File: config.mk
export PLATFORM = sky130hd
export DESIGN_NAME = hf_iso14443a_tag_tx_flat
export DESIGN_NICKNAME = d
export VERILOG_FILES = /design/src/rtl/hf_iso14443a_tag_tx_pkg.sv /design/src/rtl/hf_iso14443a_tag_tx_if.sv /design/src/rtl/hf_iso14443a_tag_tx_etu_timer.sv /design/src/rtl/hf_iso14443a_tag_tx.sv /design/src/flat_wrapper.sv
export SDC_FILE = /design/constraint.sdc
export NUM_CORES = 1
export LEC_CHECK = 0
export CAP_MARGIN = 20
export CORE_AREA = 5 5 79 81
export CTS_BUF_LIST = sky130_fd_sc_hd__clkbuf_4 sky130_fd_sc_hd__clkbuf_8
export CTS_CLUSTER_SIZE = 12
export DETAILED_ROUTE_END_ITERATION = 12
export DIE_AREA = 0 0 84 86
export PLACE_DENSITY = 0.67
export SETUP_SLACK_MARGIN = 0.02
export SLEW_MARGIN = 20
export SYNTH_ARGS = -nofsm -noshare
export SYNTH_HDL_FRONTEND = slang
export SYNTH_HIERARCHICAL = 1
export SYNTH_SLANG_ARGS = --single-unit
File: constraint.sdc
create_clock -name ck_1356meg -period 5.5 [get_ports ck_1356meg]
set_clock_uncertainty 0.15 [all_clocks]
set_input_delay 1.375 -clock ck_1356meg [delete_from_list [all_inputs] [get_ports ck_1356meg]]
set_output_delay 1.375 -clock ck_1356meg [all_outputs]
set_load 0.02 [all_outputs]
File: src/rtl/hf_iso14443a_tag_tx_pkg.sv
`default_nettype none
// ============================================================================
// hf_iso14443a_tag_tx_pkg
// Shared ISO14443-A tag-side constants, state encoding and Manchester helper.
// Revision: 1.0
// ============================================================================
package hf_iso14443a_tag_tx_pkg;

    localparam int C_BIT_PERIOD = 128;
    localparam int C_SUBC_HALF  = 8;
    localparam int C_FDT_CYCLES = 1172;
    localparam int C_FDT_W      = 11;

    typedef enum logic [2:0] {
        ST_IDLE     = 3'd0,
        ST_WAIT_FDT = 3'd1,
        ST_SOF      = 3'd2,
        ST_DATA     = 3'd3,
        ST_PARITY   = 3'd4,
        ST_EOF      = 3'd5
    } state_t;

    // Logic 1 modulates the first half-bit, logic 0 the second.
    function automatic logic manchester_mod(input logic bit_val,
                                            input logic second_half,
                                            input logic subc);
        return subc & (bit_val ^ second_half);
    endfunction

endpackage
`default_nettype wire

File: src/rtl/hf_iso14443a_tag_tx_if.sv
`default_nettype none
// ============================================================================
// hf_iso14443a_tag_tx_if
// Byte handshake between the SSP deserializer (master) and the tag transmitter.
// Revision: 1.0
// ============================================================================
interface hf_iso14443a_tag_tx_if;
    logic [7:0] tx_data;
    logic       tx_valid;
    logic       tx_last;
    logic       tx_ready;
    logic       tx_abort;

    modport master (output tx_data, tx_valid, tx_last, tx_abort, input tx_ready);
    modport slave  (input tx_data, tx_valid, tx_last, tx_abort, output tx_ready);
endinterface
`default_nettype wire

File: src/rtl/hf_iso14443a_tag_tx_etu_timer.sv
`default_nettype none
// ============================================================================
// hf_iso14443a_tag_tx_etu_timer
// ETU phase counter with half-bit flag, fc/16 subcarrier and wrap strobe.
// Revision: 1.0
// ============================================================================
module hf_iso14443a_tag_tx_etu_timer
    import hf_iso14443a_tag_tx_pkg::*;
#(
    parameter int BIT_PERIOD = C_BIT_PERIOD,
    parameter int SUBC_HALF  = C_SUBC_HALF,
    parameter int PHASE_W    = $clog2(BIT_PERIOD)
) (
    input  wire                clk,
    input  wire                rst,
    input  wire                run,
    output logic [PHASE_W-1:0] phase,
    output logic               wrap,
    output logic               subc,
    output logic               second_half
);

    localparam int SUBC_BIT = $clog2(SUBC_HALF);

    assign wrap        = (phase == PHASE_W'(BIT_PERIOD - 1));
    assign second_half = (phase >= PHASE_W'(BIT_PERIOD / 2));
    // Even subcarrier half-periods are the high ones.
    assign subc        = ~phase[SUBC_BIT];

    always_ff @(posedge clk or posedge rst) begin
        if (rst) begin
            phase <= '0;
        end else if (!run || wrap) begin
            phase <= '0;
        end else begin
            phase <= phase + 1'b1;
        end
    end

endmodule
`default_nettype wire

File: src/rtl/hf_iso14443a_tag_tx.sv
`default_nettype none
// ============================================================================
// hf_iso14443a_tag_tx
// ISO14443-A tag transmitter: SOF, LSB-first bytes with odd parity, EOF.
// Revision: 1.0
// ============================================================================
module hf_iso14443a_tag_tx
    import hf_iso14443a_tag_tx_pkg::*;
#(
    parameter int BIT_PERIOD = C_BIT_PERIOD,
    parameter int SUBC_HALF  = C_SUBC_HALF,
    parameter int FDT_CYCLES = C_FDT_CYCLES,
    parameter int PARITY_EN  = 1
) (
    input  wire                  ck_1356meg,
    input  wire                  rst,
    hf_iso14443a_tag_tx_if.slave tx,
    output logic                 mod_out,
    output logic                 tx_busy,
    output logic                 tx_done,
    output logic                 tx_underrun
);

    localparam int                   PHASE_W    = $clog2(BIT_PERIOD);
    localparam logic [C_FDT_W-1:0]   C_FDT_LAST = C_FDT_W'(FDT_CYCLES - 1);

    state_t               r_state;
    logic [C_FDT_W-1:0]   r_fdt_cnt;
    logic [2:0]           r_bit_idx;
    logic [7:0]           r_byte;
    logic                 r_last;
    logic [7:0]           r_shadow;
    logic                 r_shadow_last;
    logic                 r_shadow_full;
    logic                 r_ready;

    logic [PHASE_W-1:0]   w_phase;
    logic                 w_wrap;
    logic                 w_subc;
    logic                 w_second_half;
    logic                 w_run;
    logic                 w_accept;
    logic                 w_last_slot;
    logic                 w_have_next;
    logic [7:0]           w_next_byte;
    logic                 w_next_last;
    logic                 w_tx_bit;
    logic                 w_mod_next;

    assign w_run    = (r_state inside {ST_SOF, ST_DATA, ST_PARITY, ST_EOF}) && !tx.tx_abort;
    assign tx_busy  = (r_state != ST_IDLE);
    assign tx.tx_ready = r_ready;

    hf_iso14443a_tag_tx_etu_timer #(
        .BIT_PERIOD (BIT_PERIOD),
        .SUBC_HALF  (SUBC_HALF),
        .PHASE_W    (PHASE_W)
    ) u_etu_timer (
        .clk         (ck_1356meg),
        .rst         (rst),
        .run         (w_run),
        .phase       (w_phase),
        .wrap        (w_wrap),
        .subc        (w_subc),
        .second_half (w_second_half)
    );

    always_comb begin
        w_accept    = tx.tx_valid & r_ready;
        w_last_slot = (PARITY_EN != 0) ? (r_state == ST_PARITY)
                                       : (r_state == ST_DATA && r_bit_idx == 3'd7);
        // A byte accepted on the wrap cycle itself is as good as a full shadow.
        w_have_next = r_shadow_full | w_accept;
        w_next_byte = r_shadow_full ? r_shadow      : tx.tx_data;
        w_next_last = r_shadow_full ? r_shadow_last : tx.tx_last;
        w_tx_bit    = 1'b0;
        w_mod_next  = 1'b0;
        case (r_state)
            ST_SOF:    w_tx_bit = 1'b1;
            ST_DATA:   w_tx_bit = r_byte[r_bit_idx];
            ST_PARITY: w_tx_bit = ~^r_byte;
            default:   w_tx_bit = 1'b0;
        endcase
        if (r_state inside {ST_SOF, ST_DATA, ST_PARITY}) begin
            w_mod_next = manchester_mod(w_tx_bit, w_second_half, w_subc);
        end
    end

    always_ff @(posedge ck_1356meg or posedge rst) begin
        if (rst) begin
            r_state       <= ST_IDLE;
            r_fdt_cnt     <= '0;
            r_bit_idx     <= '0;
            r_byte        <= '0;
            r_last        <= 1'b0;
            r_shadow      <= '0;
            r_shadow_last <= 1'b0;
            r_shadow_full <= 1'b0;
            r_ready       <= 1'b0;
            mod_out       <= 1'b0;
            tx_done       <= 1'b0;
            tx_underrun   <= 1'b0;
        end else begin
            tx_done     <= 1'b0;
            tx_underrun <= 1'b0;
            mod_out     <= w_mod_next;
            if (tx.tx_abort) begin
                r_state       <= ST_IDLE;
                r_fdt_cnt     <= '0;
                r_bit_idx     <= '0;
                r_shadow_full <= 1'b0;
                r_ready       <= 1'b0;
                mod_out       <= 1'b0;
            end else begin
                r_ready <= 1'b0;
                if (w_accept && w_last_slot) begin
                    r_shadow      <= tx.tx_data;
                    r_shadow_last <= tx.tx_last;
                    r_shadow_full <= 1'b1;
                end
                case (r_state)
                    ST_IDLE: begin
                        r_ready <= !w_accept;
                        if (w_accept) begin
                            r_byte    <= tx.tx_data;
                            r_last    <= tx.tx_last;
                            r_fdt_cnt <= '0;
                            r_state   <= ST_WAIT_FDT;
                        end
                    end
                    ST_WAIT_FDT: begin
                        if (r_fdt_cnt >= C_FDT_LAST) begin
                            r_state <= ST_SOF;
                        end else begin
                            r_fdt_cnt <= r_fdt_cnt + 1'b1;
                        end
                    end
                    ST_SOF: begin
                        if (w_wrap) begin
                            r_state   <= ST_DATA;
                            r_bit_idx <= '0;
                        end
                    end
                    ST_DATA: begin
                        if (w_wrap && !w_last_slot) begin
                            if (r_bit_idx == 3'd7) begin
                                r_state <= ST_PARITY;
                            end
                            r_bit_idx <= r_bit_idx + 1'b1;
                        end
                    end
                    ST_PARITY: ;
                    ST_EOF: begin
                        if (w_wrap) begin
                            r_state <= ST_IDLE;
                            tx_done <= 1'b1;
                        end
                    end
                    default: r_state <= ST_IDLE;
                endcase
                // End of a byte's final slot: chain, finish, or starve.
                if (w_wrap && w_last_slot) begin
                    r_bit_idx <= '0;
                    if (r_last) begin
                        r_state <= ST_EOF;
                    end else if (w_have_next) begin
                        r_state       <= ST_DATA;
                        r_byte        <= w_next_byte;
                        r_last        <= w_next_last;
                        r_shadow_full <= 1'b0;
                    end else begin
                        r_state     <= ST_EOF;
                        tx_underrun <= 1'b1;
                    end
                end
                if (w_last_slot && !w_wrap && !r_last && !w_have_next) begin
                    r_ready <= 1'b1;
                end
            end
        end
    end

endmodule
`default_nettype wire

File: src/flat_wrapper.sv
// flat-port wrapper written by rule: the top's interface ports become plain ports
module hf_iso14443a_tag_tx_flat import hf_iso14443a_tag_tx_pkg::*;
#(
    parameter int BIT_PERIOD = C_BIT_PERIOD,
    parameter int SUBC_HALF  = C_SUBC_HALF,
    parameter int FDT_CYCLES = C_FDT_CYCLES,
    parameter int PARITY_EN  = 1
)
  (ck_1356meg, rst, mod_out, tx_busy, tx_done, tx_underrun, tx_tx_data, tx_tx_valid, tx_tx_last, tx_tx_abort, tx_tx_ready);
  hf_iso14443a_tag_tx_if tx_i ();
  input  wire ck_1356meg;
  input  wire rst;
  output logic mod_out;
  output logic tx_busy;
  output logic tx_done;
  output logic tx_underrun;
  input wire logic [$bits(tx_i.tx_data)-1:0] tx_tx_data;
  input wire logic [$bits(tx_i.tx_valid)-1:0] tx_tx_valid;
  input wire logic [$bits(tx_i.tx_last)-1:0] tx_tx_last;
  input wire logic [$bits(tx_i.tx_abort)-1:0] tx_tx_abort;
  output wire logic [$bits(tx_i.tx_ready)-1:0] tx_tx_ready;
  assign tx_i.tx_data = tx_tx_data;
  assign tx_i.tx_valid = tx_tx_valid;
  assign tx_i.tx_last = tx_tx_last;
  assign tx_i.tx_abort = tx_tx_abort;
  assign tx_tx_ready = tx_i.tx_ready;
  hf_iso14443a_tag_tx #(.BIT_PERIOD(BIT_PERIOD), .SUBC_HALF(SUBC_HALF), .FDT_CYCLES(FDT_CYCLES), .PARITY_EN(PARITY_EN)) u_core (.ck_1356meg(ck_1356meg), .rst(rst), .tx(tx_i), .mod_out(mod_out), .tx_busy(tx_busy), .tx_done(tx_done), .tx_underrun(tx_underrun));
endmodule
==> results.md, run 1 <==
- Status: finished clean
- Antenna diodes: 0
- Worst Setup SP: u_core/r_state[0]$_DFFE_PP0P_
- Hold buffers post-CTS: 0
- Starting Density: 48.94%
- Cts repair resizes: 0
- Pwr Density: 366.8 nW/µm²
- Crit path DAT: 1870 ps
- CTS root buffer: clkbuf_8
- Total track usage: 15.11%
- Netlist cell types: 62
- IO Port Bufs: 17
- Slew HR: 52.87%
- Worst R2R Path Depth: 8
- CP Capture Type: output pin
- Vias: 1938
- Die width: 84 µm
- Setup bufs post-CTS: 0
- Main combinational cell family by area after synthesis: simple AND/OR/NAND/NOR gates
- Mux cell area share after synthesis: 7.427%
- Share of cells above drive strength 1: 15.69%
- Worst reg2reg endpoint: u_core/r_byte[2]$_DFFE_PP0N_
- Syn Std Cell Area: 2645 µm²
- Starting DRT DRC Count: 150
- Worst r2r src: u_core/u_etu_timer/phase[0]$_DFF_PP0_
- Worst hold path endpoint: u_core/r_byte[1]$_DFFE_PP0N_
- Worst-case clock buffer depth: 2
- # DRC: 0
- Syn Inst Count: 258
- Clk slew on worst S/H paths: 80 ps
- Kind of critical path: register to output pin
- Drt wl/cell: 14.67 µm
- Die Y: 86 µm
- RSZ-0062 raised after global routing: no
- Synth Flop Type: dfrtp_1
- Crit-path max FO: 15
- HP Start: u_core/r_shadow[1]$_DFFE_PP0P_
- Worst Tran Pin Value: 704.4 ps
- Area delta synth->final: 12.58%
- Congestion Overflow GR: 0
- XOR/XNOR share of the synthesized area: 4.636%
- Hold path cells: 2
- First-pass GRT wire length: 8838 µm
- CP startpoint kind: register
- CTS Buf Count: 5
- Post-Route WL: 5076 µm
- Routability cong.: 0.8017
- Final Power: 1.092 mW
- Final setup vio count: 0
- Slew Viols, Final: 0
- Worst-Skew Late Latency: 300 ps
- # IOs: 18
- Setup TNS: 0 ps
- Post-synthesis compound-gate area fraction: 17.60%
- Largest net degree at the start of global routing: 41
- Max Clk Rate: 294.4 MHz
- EDFF count, synth: 0
- Final Hold Vio Count: 0
- Fin crit period: 3396 ps
- Worst Path Required: 3970 ps
- Final Cycle Share: 61.75%
- Via density: 5.601
- Clk sink count: 47
- Post-synthesis sequential area ratio: 44.47%
- Nets: 291
- Worst Hold Class: register to register
- Max-cap violation count: 0
- Syn_nets: 276
- Post-synthesis async set-or-reset flop share: 100.0%
- Synth Warn #: 6
- Vias in the first global route: 1850
- Initial antenna violation count: 0
- Flops & latches, synth: 47
- R2R setup slack: 2670 ps
- Row count: 27
- Die Area: 7224 µm²
- CTS tree: built
- Max H-tree Level: 2
- First-pass iteration count of the detailed router: 4
- Routed Antenna Nets: 0
- Post-DP HPWL: 3639 µm
- Synthesized area per cell: 10.25 µm²
- Static leakage: 1.258 nW
- Post-Synth Simple-Gate Area: 18.54%
- Core Region: 5405 µm²
- Hold_ws: 351.6 ps
- Adder-cell share of the synthesized area: 2.365%
- Peak VDD IR: 0.2724 mV
## sequential cells by signal, summed over array words and instances (netlist names)
register / count
u_core/r_byte: 8
u_core/r_shadow_full: 1
u_core/r_state: 3
u_core/r_shadow_last: 1
u_core/r_bit_idx: 3
u_core/r_fdt_cnt: 11
u_core/r_shadow: 8
u_core/tx_underrun: 1
u_core/r_last: 1
u_core/tx.tx_ready: 1
u_core/mod_out: 1
u_core/u_etu_timer/phase: 7
u_core/tx_done: 1
## placed cells by master, fill, tap and decap left out, drive strengths merged, types with 3 or more instances in the layout
master,n
nor3,6
mux2,11
o21ai,11
a31oi,3
a211oi,6
clkdlybuf4s50,17
nand2b,4
xnor2,13
a21oi,12
a22oi,7
nor2,23
nand3,11
a21o,5
or3,4
o31ai,4
nand2,15
a22o,3
clkbuf,6
inv,19
ha,5
mux2i,5
dfrtp,47
## where the power goes
part / internal [mW] / total (mW) / leakage [nW] / switching, mW
Combinational: 0.181 / 0.344 / 0.565 / 0.163
Sequential: 0.405 / 0.487 / 0.632 / 0.0817
Clock: 0.147 / 0.262 / 0.0612 / 0.114
## layer usage
metal  GRT usage (%)  share of wire [%]  up-vias
li1                -                  -      956
met1           19.83                 48      936
met2           24.87                 46       39
met3           3.074                3.8        7
met4           5.409                1.5        0
met5               0                  0        -
## final cells by class
| type | instances | area, µm² |
|---|---|---|
| Fill cell | 485 | 2427 |
| Multi-Input combinational cell | 181 | 1338 |
| Clock inverter | 2 | 35.03 |
| Sequential cell | 47 | 1176 |
| Clock buffer | 6 | 82.58 |
| Inverter | 19 | 71.32 |
| Timing Repair Buffer | 19 | 185.2 |
| Tap cell | 72 | 90.09 |
## logic make-up after synthesis
group,count (synthesis)
adder cells (fa/ha/maj),5
multiplexers,17
buffers and inverters,30
AO/OA/AOI/OAI,64
flip-flops,47
XOR/XNOR,14
AND/OR/NAND/NOR,81
## synthesized netlist by cell type (3+ instances only)
cell type  count  share of area [%]
a22oi_1        7                2.0
inv_1         19                2.7
xnor2_1       13                4.3
ha_1           5                2.4
mux2_2        11                4.7
clkbuf_1       3               0.43
nor2_1        21                3.0
dfrtp_1       47                 44
mux2i_1        5                1.9
nor3_1         5               0.95
a22o_1         3               0.99
or3_1          3               0.71
a21oi_1       11                2.1
nand3_1       10                1.9
o31ai_1        3               0.85
a21o_1         5                1.4
nand2_1       14                2.0
nand2b_1       4               0.95
a31oi_1        3               0.71
buf_2          6                1.1
o21ai_0       11                2.1
a211oi_1       6                1.7
## worst max-delay path, stage by stage, from the launching register on
cell	delay, ps
dfrtp_1	550
or3_4	460
clkdlybuf4s50_1	560
## metrics by stage
stage                     utilization (%)  instance area (µm²)  cells  worst slack (ps)
after floorplan                         -                 2645    258              2716
after global placement              52.92                 2860    338              2015
after detailed placement            52.92                 2860    338              1931
after CTS                           55.09                 2978    346              2095
after global routing                55.09                 2978    346              2034
final                               55.09                 2978    346              2104
## worst max path at each step
| stage | endpoint | cells past startpoint |
|---|---|---|
| finish | tx_busy | 2 |
| global route | tx_busy | 2 |
| floorplan | u_core/r_state[0]$_DFFE_PP0P_ | 5 |
| detailed placement | u_core/r_state[0]$_DFFE_PP0P_ | 6 |
| CTS | tx_busy | 2 |
| global placement | u_core/r_state[0]$_DFFE_PP0P_ | 6 |
Note: power is estimated with default switching activity, not from simulation.
==> run 2: changes to the inputs <==
==> constraint.sdc (replaced) <==
create_clock -name ck_1356meg -period 3.5 [get_ports ck_1356meg]
set_clock_uncertainty 0.15 [all_clocks]
set_input_delay 0.875 -clock ck_1356meg [delete_from_list [all_inputs] [get_ports ck_1356meg]]
set_output_delay 0.875 -clock ck_1356meg [all_outputs]
set_load 0.02 [all_outputs]
==> results.md, run 2 (same netlist as run 1, synthesis figures left out) <==
- First-pass iteration count of the detailed router: 4 (unchanged)
- Final setup vio count: 0 (unchanged)
- CTS Buf Count: 5 (unchanged)
- Sw Pwr: 0.5696 mW (+59%)
- Worst-Skew Late Latency: 300 ps (about the same)
- Final WS setup: 628.5 ps (-1475 ps)
- Slew HR: 64.30% (+11 points)
- Worst R2R Path Depth: 9 (+1)
- Initial antenna violation count: 0 (unchanged)
- Clk sink count: 47 (unchanged)
- Vias: 1916 (-1.1%)
- Drt wl/cell: 14.88 µm (+1.5%)
- Final Hold Vio Count: 0 (unchanged)
- Top routing layer in use: met4
- Max Clk Rate: 348.2 MHz
- Status: finished clean
- Setup bufs post-CTS: 0 (unchanged)
- Congestion Overflow GR: 0 (unchanged)
- RSZ-0062 raised after global routing: no
- CTS root buffer: clkbuf_8
- Hold path cells: 2 (unchanged)
- CP startpoint kind: register
- Peak VDD IR: 0.2708 mV (-0.58%)
- Post-Route WL: 5165 µm (+1.8%)
- Area delta synth->final: 12.35%
- Largest net degree at the start of global routing: 41 (unchanged)
- Fin crit period: 2872 ps
- Filler instances: 494 (+1.9%)
- # DRC: 0 (unchanged)
- Routed Antenna Nets: 0 (unchanged)
- Total track usage: 15.62% (+0.51 points)
- Pre-CTS WS: 614.1 ps (-1317 ps)
- First-pass GRT wire length: 9094 µm (+2.9%)
- Sequential Area: 1176 µm² (unchanged)
- Worst Tran Pin Value: 533.3 ps (-171.1 ps)
- Hold_ws: 356.6 ps (+5.030 ps)
- Setup TNS: 0 ps (unchanged)
- Static leakage: 1.253 nW (-0.42%)
- Share of cells above drive strength 1: 16.00% (+0.31 points)
- Sw frac: 34.09% (+1.2 points)
- Seq pwr share: 45.6% (+1.0 points)
- Crit-path max FO: 15 (unchanged)
- Multi-input logic area: 1338 µm² (unchanged)
- R2R setup slack: 1000 ps (-1670 ps)
- Met3 WL: 118 µm (-38%)
- Max H-tree Level: 2 (unchanged)
- Cts repair resizes: 0 (unchanged)
- Crit path DAT: 1850 ps (-20 ps)
- Nets: 292 (+0.34%)
- Pwr Density: 562.2 nW/µm² (+53%)
- Slew Viols, Final: 0 (unchanged)
- Routability cong.: 0.7925 (-1.1%)
- Worst Path Required: 2470 ps (-1500 ps)
- Worst r2r src: u_core/u_etu_timer/phase[0]$_DFF_PP0_
- Via density: 5.522 (-1.4%)
- Kind of critical path: register to output pin
- Die width: 84 µm (unchanged)
- Biggest regs: u_core/r_fdt_cnt: 11 flops, u_core/r_byte: 8 flops, u_core/r_shadow: 8 flops
- Die Y: 86 µm (unchanged)
- Cell-internal power: 1.101 mW (+50%)
- CTS tree: built
- Row count: 27 (unchanged)
- Hold buffers post-CTS: 0 (unchanged)
- # IOs: 18 (unchanged)
- Comb pwr share: 32.6% (+1.1 points)
- Antenna diodes: 0 (unchanged)
- Final Cycle Share: 82.04%
- Max-cap violation count: 0 (unchanged)
- IO Port Bufs: 17 (unchanged)
- Most frequent cells in the layout: 47 x dfrtp_1, 21 x nor2_1, 19 x inv_1
- Met1 Wirelength: 2586 µm (+5.5%)
- Die Area: 7224 µm² (unchanged)
- Clock power frac: 21.8% (-2.2 points)
- Core Region: 5405 µm² (unchanged)
- HP Start: u_core/r_shadow[1]$_DFFE_PP0P_
- CP Capture Type: output pin
- Post-DP HPWL: 3618 µm (-0.58%)
- Starting DRT DRC Count: 119 (-21%)
- Worst-case clock buffer depth: 2 (unchanged)
- Max reg flops: 11 (unchanged)
- Most common library cell in the layout ignoring fill and taps: dfrtp_1
- Largest Register: u_core/r_fdt_cnt
- Worst Setup SP: u_core/r_state[0]$_DFFE_PP0P_
- Worst Hold Class: register to register
- Clk slew on worst S/H paths: 90 ps (about the same)
- Vias in the first global route: 1908 (+3.1%)
- Starting Density: 48.94% (unchanged)
- Met2 WL: 2387 µm (+1.4%)
## run 2: changes by cell type in the layout (fill, tap and decap cells not counted), sizes merged
cell      change
buf           +1
bufinv        -1
clkbuf        +1
clkinv        -1
clkinvlp      +1
## run 2: worst paths after layout
check                                                        end
hold reg to reg                     u_core/r_byte[1]$_DFFE_PP0N_
min in group asynchronous  u_core/u_etu_timer/phase[0]$_DFF_PP0_
setup / recovery                                         tx_busy
hold / removal                      u_core/r_byte[1]$_DFFE_PP0N_
max in group asynchronous          u_core/r_state[1]$_DFFE_PP0P_
setup reg to reg                    u_core/r_byte[5]$_DFFE_PP0N_
## run 2: worst max-delay path, stage by stage (launching register included)
cell             delay [ps]
dfrtp_1                 540
or3_4                   460
clkdlybuf4s50_1         550
## run 2: power groups by stage
stage | clock network [mW] | registers (mW) | logic [mW]
3_5_place_dp | 0 | 0.771 | 0.547
6_report | 0.364 | 0.761 | 0.545
5_1_grt | 0.405 | 0.777 | 0.610
4_1_cts | 0.379 | 0.760 | 0.550
2_1_floorplan | 0 | 0.732 | 0.455
3_3_place_gp | 0 | 0.770 | 0.536
## run 2: area by class of cell
| type | instances | area share (%) |
|---|---|---|
| Tap cell | 72 | 3.032 |
| Multi-Input combinational cell | 181 | 45.01 |
| Inverter | 19 | 2.400 |
| Sequential cell | 47 | 39.58 |
| Clock buffer | 7 | 3.242 |
| Clock inverter | 1 | 0.2526 |
| Timing Repair Buffer | 20 | 6.484 |
## run 2: through the flow
step | instances | power (mW) | util [%] | instance area (µm²)
floorplan | 258 | 1.187 | - | 2645
global placement | 339 | 1.306 | 53.06 | 2868
detailed placement | 339 | 1.317 | 53.06 | 2868
CTS | 347 | 1.690 | 54.98 | 2972
global route | 347 | 1.792 | 54.98 | 2972
finish | 347 | 1.671 | 54.98 | 2972
## run 2: per-layer routing
layer | vias to the layer above | GRT usage (%)
met5 | - | 0
met4 | 0 | 6.140
met3 | 5 | 3.266
met2 | 17 | 24.30
met1 | 935 | 21.40
li1 | 959 | -
==> run 3: changes to the inputs <==
==> constraint.sdc (replaced) <==
create_clock -name ck_1356meg -period 2.68 [get_ports ck_1356meg]
set_clock_uncertainty 0.15 [all_clocks]
set_input_delay 0.67 -clock ck_1356meg [delete_from_list [all_inputs] [get_ports ck_1356meg]]
set_output_delay 0.67 -clock ck_1356meg [all_outputs]
set_load 0.02 [all_outputs]
==> results.md, run 3 (same netlist as run 1, synthesis figures left out) <==
- Peak VDD IR: 0.4376 mV (+62%)
- CTS tree: built
- Slew Viols, Final: 0 (unchanged)
- Largest net degree at the start of global routing: 41 (unchanged)
- Hold buffers post-CTS: 0 (unchanged)
- Final setup vio count: 0 (unchanged)
- Final Instance Count excl. Fillers: 354 (+2.0%)
- Pwr Density: 717.4 nW/µm² (+28%)
- Status: finished clean
- Crit path DAT: 1640 ps (-210 ps)
- Most common library cell in the layout ignoring fill and taps: dfrtp_1
- Share of cells above drive strength 1: 18.09% (+2.1 points)
- Fin crit period: 2462 ps
- Worst R2R Path Depth: 8 (-1)
- Post-Route WL: 5086 µm (-1.5%)
- Die Area: 7224 µm² (unchanged)
- Initial antenna violation count: 0 (unchanged)
- Max H-tree Level: 2 (unchanged)
- Setup TNS: 0 ps (unchanged)
- Nets: 299 (+2.4%)
- Setup bufs post-CTS: 0 (unchanged)
- Max Clk Rate: 406.2 MHz
- Starting DRT DRC Count: 148 (+24%)
- Row count: 27 (unchanged)
- Antenna diodes: 0 (unchanged)
- Max reg flops: 11 (unchanged)
- Worst-case clock buffer depth: 2 (unchanged)
- First-pass GRT wire length: 8963 µm (-1.4%)
- CTS Buf Count: 5 (unchanged)
- Hold path cells: 1 (-1)
- Biggest regs: u_core/r_fdt_cnt: 11 flops, u_core/r_byte: 8 flops, u_core/r_shadow: 8 flops
- Total track usage: 14.96% (-0.66 points)
- Crit-path max FO: 3 (-12)
- Post-DP HPWL: 3768 µm (+4.2%)
- CP startpoint kind: register
- First-pass iteration count of the detailed router: 4 (unchanged)
- Cts repair resizes: 0 (unchanged)
- Via density: 5.531 (+0.17%)
- Clk slew on worst S/H paths: 90 ps (about the same)
- Core Region: 5405 µm² (unchanged)
- Worst Path Required: 1860 ps (-610 ps)
- Congestion Overflow GR: 0 (unchanged)
- Routability cong.: 0.8895 (+12%)
- RSZ-0062 raised after global routing: no
- Max-cap violation count: 0 (unchanged)
- CTS root buffer: clkbuf_8
- Util after Layout: 55.95% (+0.97 points)
- Worst Tran Pin Value: 510.5 ps (-22.81 ps)
- Die Y: 86 µm (unchanged)
- Final Hold Vio Count: 0 (unchanged)
- Placed cell count: 346 (+2.1%)
- # DRC: 0 (unchanged)
- Clk sink count: 47 (unchanged)
- Routed Antenna Nets: 0 (unchanged)
- Drt wl/cell: 14.37 µm (-3.5%)
- Vias: 1958 (+2.2%)
- Vias in the first global route: 1959 (+2.7%)
- Slew HR: 65.97% (+1.7 points)
- Static leakage: 1.293 nW (+3.2%)
- Largest Register: u_core/r_fdt_cnt
- # IOs: 18 (unchanged)
- Starting Density: 48.94% (unchanged)
- IO Port Bufs: 17 (unchanged)
- Most frequent cells in the layout: 47 x dfrtp_1, 21 x nor2_1, 19 x inv_1
- Area delta synth->final: 14.33%
- CP Capture Type: output pin
- Worst-Skew Late Latency: 300 ps (about the same)
- Final Cycle Share: 91.86%
- Worst Hold Class: register to register
- Kind of critical path: register to output pin
- Die width: 84 µm (unchanged)
[run 3: cell count changes in the layout (fill, tap and decap cells not counted)]
cell / before / now
clkbuf_8: 7 / 5
clkinv_2: 0 / 1
buf_4: 3 / 9
buf_12: 0 / 1
clkinvlp_4: 1 / 0
inv_6: 0 / 1
clkinv_4: 0 / 1
[run 3: cell type report]
type / instances / area [µm²]
flip-flops and latches: 47 / 1176
repair buffers: 27 / 257.7
well taps: 72 / 90.09
multi-input cells: 181 / 1338
clock buffers: 5 / 68.82
clock inverters: 3 / 22.52
fillers: 501 / 2381
inverters: 19 / 71.32
[run 3: power breakdown]
| part | total [mW] | switching (mW) | internal [mW] |
|---|---|---|---|
| sequential | 0.953 | 0.121 | 0.832 |
| clock | 0.436 | 0.249 | 0.187 |
| combinational | 0.781 | 0.385 | 0.396 |
| total | 2.17 | 0.755 | 1.42 |
[run 3: stage by stage]
stage	hold WS [ps]	worst slack, ps	instance area (µm²)	total power [mW]
2_1_floorplan	316.3	515.2	2645	1.550
3_3_place_gp	335.3	156.6	2933	1.730
3_5_place_dp	338.3	98.61	2933	1.754
4_1_cts	360.3	187.4	3024	2.197
5_1_grt	384.5	144.9	3024	2.323
6_report	361.8	218.3	3024	2.170
[run 3: critical path, stage by stage (launching register included)]
cell and delay (ps):
dfrtp_1 390, or3_4 420, clkdlybuf4s50_1 550
[run 3: per-layer routing]
layer | vias to the layer above | routed length [µm] | track usage, %
li1 | 979 | - | -
met1 | 960 | 2392 | 19.07
met2 | 17 | 2548 | 26.54
met3 | 2 | 133 | 3.170
met4 | 0 | 12 | 2.632
met5 | - | 0 | 0
[run 3: worst paths after layout]
check	start	endpoint	slack (ps)
min	u_core/r_shadow[7]$_DFFE_PP0P_	u_core/r_shadow[7]$_DFFE_PP0P_	360
max in group asynchronous	rst	u_core/r_state[2]$_DFFE_PP0P_	1350
min in group asynchronous	rst	u_core/u_etu_timer/phase[0]$_DFF_PP0_	470
max reg2reg	u_core/u_etu_timer/phase[0]$_DFF_PP0_	u_core/r_byte[6]$_DFFE_PP0N_	340
min reg2reg	u_core/r_shadow[7]$_DFFE_PP0P_	u_core/r_shadow[7]$_DFFE_PP0P_	360
max	u_core/r_state[1]$_DFFE_PP0P_	tx_busy	220
